$ cat src/rtl/uart_tx_sched_if.sv
// uart_tx_sched_if: core write port, debug byte source and sender handshake of uart_tx_sched.
interface uart_tx_sched_if;
  logic       core_we;
  logic [7:0] core_data;
  logic       core_full;
  logic       core_ovf;
  logic       dbg_req;
  logic [7:0] dbg_data;
  logic       dbg_gnt;
  logic [7:0] snd_as;
  logic       snd_ready;
  logic       snd_done;
  logic       busy;
  modport master (
    output core_we, core_data, dbg_req, dbg_data, snd_done,
    input  core_full, core_ovf, dbg_gnt, snd_as, snd_ready, busy
  );
  modport slave (
    input  core_we, core_data, dbg_req, dbg_data, snd_done,
    output core_full, core_ovf, dbg_gnt, snd_as, snd_ready, busy
  );
endinterface

$ cat src/rtl/uart_tx_sched.sv
// uart_tx_sched: buffers core bytes in a FIFO and issues them one at a time to the UART sender.
// Defining UART_TX_SCHED_DBG_EN adds a debug byte source under round-robin arbitration.
module uart_tx_sched #(
  parameter int DEPTH = 16,
  parameter int AW = $clog2(DEPTH)
) (
  input logic CLK,
  input logic RST,
  uart_tx_sched_if.slave bus
);
  typedef enum logic [1:0] {IDLE, ISSUE, WAIT_LO, WAIT_HI} state_e;
  state_e state_q, state_d;
  logic [7:0] mem_q [DEPTH];
  logic [AW-1:0] wptr_q, rptr_q;
  logic [AW:0] cnt_q, cnt_d;
  logic full_q, ovf_q;
  logic [7:0] as_q, as_d;
  logic wr, pop, pend, pick_dbg, go, issue;
  assign issue = state_q == ISSUE;
  assign go = state_q == IDLE && bus.snd_done && pend;
`ifdef UART_TX_SCHED_DBG_EN
  // last_q = 1 means debug was served last, so the core wins the next tie
  logic last_q, last_d;
  assign pend = bus.dbg_req || cnt_q != '0;
  assign pick_dbg = bus.dbg_req && (cnt_q == '0 || !last_q);
  assign last_d = go ? pick_dbg : last_q;
  assign pop = issue && !last_q;
  assign bus.dbg_gnt = issue && last_q;
  always_ff @(posedge CLK) last_q <= RST ? 1'b1 : last_d;
`else
  logic unused_dbg;
  assign unused_dbg = bus.dbg_req;
  assign pend = cnt_q != '0;
  assign pick_dbg = 1'b0;
  assign pop = issue;
  assign bus.dbg_gnt = 1'b0;
`endif
  assign wr = bus.core_we && !full_q;
  assign cnt_d = cnt_q + (AW+1)'(wr) - (AW+1)'(pop);
  assign as_d = go ? (pick_dbg ? bus.dbg_data : mem_q[rptr_q]) : as_q;
  always_comb begin
    state_d = state_q;
    case (state_q)
      IDLE:    state_d = go ? ISSUE : IDLE;
      ISSUE:   state_d = WAIT_LO;
      WAIT_LO: state_d = bus.snd_done ? WAIT_LO : WAIT_HI;
      default: state_d = bus.snd_done ? IDLE : WAIT_HI;
    endcase
  end
  always_ff @(posedge CLK) begin
    if (RST) begin
      state_q <= IDLE;
      wptr_q <= '0;
      rptr_q <= '0;
      cnt_q <= '0;
      full_q <= 1'b0;
      ovf_q <= 1'b0;
      as_q <= '0;
    end else begin
      state_q <= state_d;
      wptr_q <= wptr_q + AW'(wr);
      rptr_q <= rptr_q + AW'(pop);
      cnt_q <= cnt_d;
      full_q <= cnt_d == (AW+1)'(DEPTH);
      ovf_q <= ovf_q | (bus.core_we & full_q);
      as_q <= as_d;
    end
  end
  always_ff @(posedge CLK) if (wr) mem_q[wptr_q] <= bus.core_data;
  assign bus.snd_as = as_q;
  assign bus.snd_ready = issue;
  assign bus.core_full = full_q;
  assign bus.core_ovf = ovf_q;
  assign bus.busy = state_q != IDLE || cnt_q != '0;
endmodule

$ cat src/flat_wrapper.sv
// flat-port wrapper written by rule: the top's interface ports become plain ports
module uart_tx_sched_flat 
#(
  parameter int DEPTH = 16,
  parameter int AW = $clog2(DEPTH)
)
  (CLK, RST, bus_core_we, bus_core_data, bus_dbg_req, bus_dbg_data, bus_snd_done, bus_core_full, bus_core_ovf, bus_dbg_gnt, bus_snd_as, bus_snd_ready, bus_busy);
  uart_tx_sched_if bus_i ();
  input logic CLK;
  input logic RST;
  input wire logic [$bits(bus_i.core_we)-1:0] bus_core_we;
  input wire logic [$bits(bus_i.core_data)-1:0] bus_core_data;
  input wire logic [$bits(bus_i.dbg_req)-1:0] bus_dbg_req;
  input wire logic [$bits(bus_i.dbg_data)-1:0] bus_dbg_data;
  input wire logic [$bits(bus_i.snd_done)-1:0] bus_snd_done;
  output wire logic [$bits(bus_i.core_full)-1:0] bus_core_full;
  output wire logic [$bits(bus_i.core_ovf)-1:0] bus_core_ovf;
  output wire logic [$bits(bus_i.dbg_gnt)-1:0] bus_dbg_gnt;
  output wire logic [$bits(bus_i.snd_as)-1:0] bus_snd_as;
  output wire logic [$bits(bus_i.snd_ready)-1:0] bus_snd_ready;
  output wire logic [$bits(bus_i.busy)-1:0] bus_busy;
  assign bus_i.core_we = bus_core_we;
  assign bus_i.core_data = bus_core_data;
  assign bus_i.dbg_req = bus_dbg_req;
  assign bus_i.dbg_data = bus_dbg_data;
  assign bus_i.snd_done = bus_snd_done;
  assign bus_core_full = bus_i.core_full;
  assign bus_core_ovf = bus_i.core_ovf;
  assign bus_dbg_gnt = bus_i.dbg_gnt;
  assign bus_snd_as = bus_i.snd_as;
  assign bus_snd_ready = bus_i.snd_ready;
  assign bus_busy = bus_i.busy;
  uart_tx_sched #(.DEPTH(DEPTH), .AW(AW)) u_core (.CLK(CLK), .RST(RST), .bus(bus_i));
endmodule
$ cat config.mk
export PLATFORM = sky130hd
export DESIGN_NAME = uart_tx_sched_flat
export DESIGN_NICKNAME = d
export VERILOG_FILES = /design/src/rtl/uart_tx_sched_if.sv /design/src/rtl/uart_tx_sched.sv /design/src/flat_wrapper.sv
export SDC_FILE = /design/constraint.sdc
export NUM_CORES = 1
export LEC_CHECK = 0
export BUFFER_PORTS_ARGS = -buffer_cell sky130_fd_sc_hd__buf_2
export CAP_MARGIN = 20
export CORE_UTILIZATION = 60
export CTS_CLUSTER_DIAMETER = 100
export DETAILED_ROUTE_END_ITERATION = 7
export PLACE_DENSITY = 0.79
export REMOVE_ABC_BUFFERS = 1
export SLEW_MARGIN = 20
export SYNTH_ARGS = -nofsm -noshare
export SYNTH_HDL_FRONTEND = slang
export SYNTH_SLANG_ARGS = --single-unit
$ cat constraint.sdc
create_clock -name CLK -period 5.1 [get_ports CLK]
set_input_delay 0.51 -clock CLK [delete_from_list [all_inputs] [get_ports CLK]]
set_output_delay 0.51 -clock CLK [all_outputs]
set_load 0.005 [all_outputs]
==> results.cfg <==
[grt]
grt_pass1_wl_mm = 17.71
grt_max_degree = 35
grt_pass1_vias = 3246
antenna_found_initial = 0
overflow = 0
grt_usage_pct = 23.04

[cells_and_area]
diodes = 0
n_fill_cell = 617
nets = 396
syn2layout_area_growth_pct = 12.98
instances_no_fill = 506
drive_above_1_share_pct = 20.91

[timing]
relSlewSlack_pct = 36.10
fmax_mhz = 380.2
slew_viol_final = 0
tightest_slew_ps = 955.0
hold_violations = 0
setup-violations-final = 0
rsz0062_at_grt = false
fin_tns_setup_ps = 0
fin_crit_sh_pct = 51.57
finClkSkew_ps = 9.063
min_period_ps = 2630

[power_and_ir_drop]
switching_share_pct = 26.57
seqPwrFrac_pct = 44.9
clock_power_share_pct = 37.0
p_int_mw = 2.454
p_leak_nw = 2.352
p_comb_share_pct = 18.1
power_switching_uw = 887.8
ir_worst_vdd_uv = 340.9
power_density_mw_per_mm2 = 477.2

[setup_path]
start_kind = flop
critical_path_class = reg2reg
endpoint_kind = flop
cp.required_ps = 5500
crit_fanout = 3
critPathArrivalTime_ps = 3030

[clock_network]
cts_htree_levels = 4
cts_tree = yes
clk_latency_ps = 520
holdBufCountCts = 0
postCtsSetupRepairBufs = 0
root_buffer = clkbuf_8
cts_made_buffers = 17
cts_resized = 0
clk_pin_slew_ps = 60
clockBufferDepth = 2
clock-sinks = 153

[routing]
wl_mm = 11.32
antenna_left = 0
wl_per_cell_um = 22.38
drt_iter0_markers = 254
drt_pass1_iterations = 5
drc = 0
vias_per_cell = 6.202
vias = 3138

[run_status]
status = finished clean

[floorplan]
start_util_pct = 62.55
die_x_um = 103.6
num_rows = 36
fp.dieH_um = 103.6
pin_count = 34
core_mm2 = 0.009910
dieArea_mm2 = 0.01074

[synth]
ys_seq_area_share_pct = 70.08
ys.flop_type = edfxtp_1
synth.most_common_cell = edfxtp_1
syn_inst = 329
synth_top_area_share_pct = 62.01
synth.area.top_cells = edfxtp_1 62%, mux4_1 8.5%, dfxtp_1 8.1%, mux4_2 4.4%, ha_1 2.8%
yosysUniqueCellTypes = 35
synth.ff_latch_count = 153
yosysTopAreaCell = edfxtp_1
syn_area_mm2 = 0.006198
async_reset_ff_share_pct = 0
yosysWarnings = 0
synthTopCellsByCount = 128 x edfxtp_1, 25 x dfxtp_1, 23 x nor2_1
avgSynthCellArea_um2 = 18.84
synth_edf_count = 128

[placement]
place_inst = 474
port_buffers = 23
routabilityCongestion = 0.8299
detailed_place_hpwl_mm = 6.833

[min_path]
hold_path.class = in2reg

[flow_run]
maxCapViolCount = 0
## state kept, by name, summed over array words and instances, names as in the netlist
name and count:
u_core.mem_q 128, u_core.state_q 2, u_core.bus.snd_as 8, u_core.cnt_q 5
u_core.bus.core_full 1, u_core.bus.core_ovf 1, u_core.wptr_q 4, u_core.rptr_q 4
## power by group through the flow
| stage | clock (mW) | sequential, mW | combinational [mW] |
|---|---|---|---|
| 4_1_cts | 1.25 | 1.50 | 0.610 |
| 3_5_place_dp | 0 | 1.52 | 0.603 |
| 3_3_place_gp | 0 | 1.52 | 0.581 |
| 2_1_floorplan | 0 | 1.55 | 0.393 |
| 6_report | 1.24 | 1.50 | 0.605 |
| 5_1_grt | 1.30 | 1.51 | 0.665 |
## metal layers
metal,global-route usage [%],vias to the layer above,share of wire [%]
li1,-,1374,-
met1,29.76,1615,41
met2,37.20,122,50
met3,5.349,27,6.4
met4,11.18,0,2.5
met5,0,-,0
## path summary, 6_finish.rpt
path                                          start                    to  slack (ps)  cells past startpoint
worst max-delay path              u_core.state_q[1]  u_core.bus.core_full        2470                     11
worst min-delay path                    bus_core_we   u_core.bus.core_ovf         260                      3
worst max register to register    u_core.state_q[1]  u_core.bus.core_full        2470                     11
worst min register to register  u_core.bus.core_ovf   u_core.bus.core_ovf         510                      2
## placed cells by master (no fill, tap or decap), types with 2 or more instances in the layout
cell / n
dfxtp_1: 23
nand2_1: 2
nor3_1: 4
inv_6: 6
buf_4: 6
mux4_1: 20
xor2_1: 5
xnor2_1: 3
mux2i_1: 17
a21oi_1: 4
mux4_2: 12
clkinv_4: 2
buf_2: 23
o221ai_1: 8
clkinvlp_4: 3
nand3_1: 3
bufinv_16: 2
nand2b_1: 3
inv_1: 11
nor2_1: 23
nor2b_1: 6
dfxtp_2: 2
edfxtp_1: 128
or3_1: 2
nand3b_1: 11
clkbuf_16: 16
ha_1: 14
## layout make-up
cell class / count / area (um2) / share of cell area [%]
flip-flops and latches: 153 / 4347 / 62.07
multi-input cells: 148 / 1694 / 24.19
clock buffers: 17 / 414.1 / 5.914
clock inverters: 15 / 180.2 / 2.573
well taps: 133 / 166.4 / 2.376
repair buffers: 29 / 160.2 / 2.287
inverters: 11 / 41.29 / 0.5896
## per-stage QoR
step / hold slack, ps / setup WS, ps / power (mW) / cell area [um2] / util [%]
floorplan: 460.4 / 2754 / 1.941 / 6080 / -
global placement: 442.9 / 2443 / 2.098 / 6409 / 64.67
detailed placement: 496.2 / 2356 / 2.127 / 6409 / 64.67
CTS: 256.8 / 2455 / 3.356 / 7003 / 70.67
global route: 281.5 / 2294 / 3.475 / 7003 / 70.67
finish: 264.5 / 2470 / 3.342 / 7003 / 70.67
## worst max-delay path, cell delays in order, from the launching register on
cell and delay, ps:
dfxtp_1 360, inv_1 80, ha_1 240, ha_1 310
inv_1 60, ha_1 170, inv_1 60, fa_1 390
nand2b_1 170, a21oi_1 170, o21ai_0 130, a2111oi_0 370
## cells by family after synthesis
kind of cell	after synthesis	share of synthesized area (%)
simple gates	59	5.470
flops	153	70.08
compound gates	16	1.938
other cells	1	0.06050
xor+xnor	8	1.130
fa+ha+maj	15	3.149
mux	49	15.58
buf+inv	28	2.584
No activity file was read; power rests on OpenSTA's default activity.
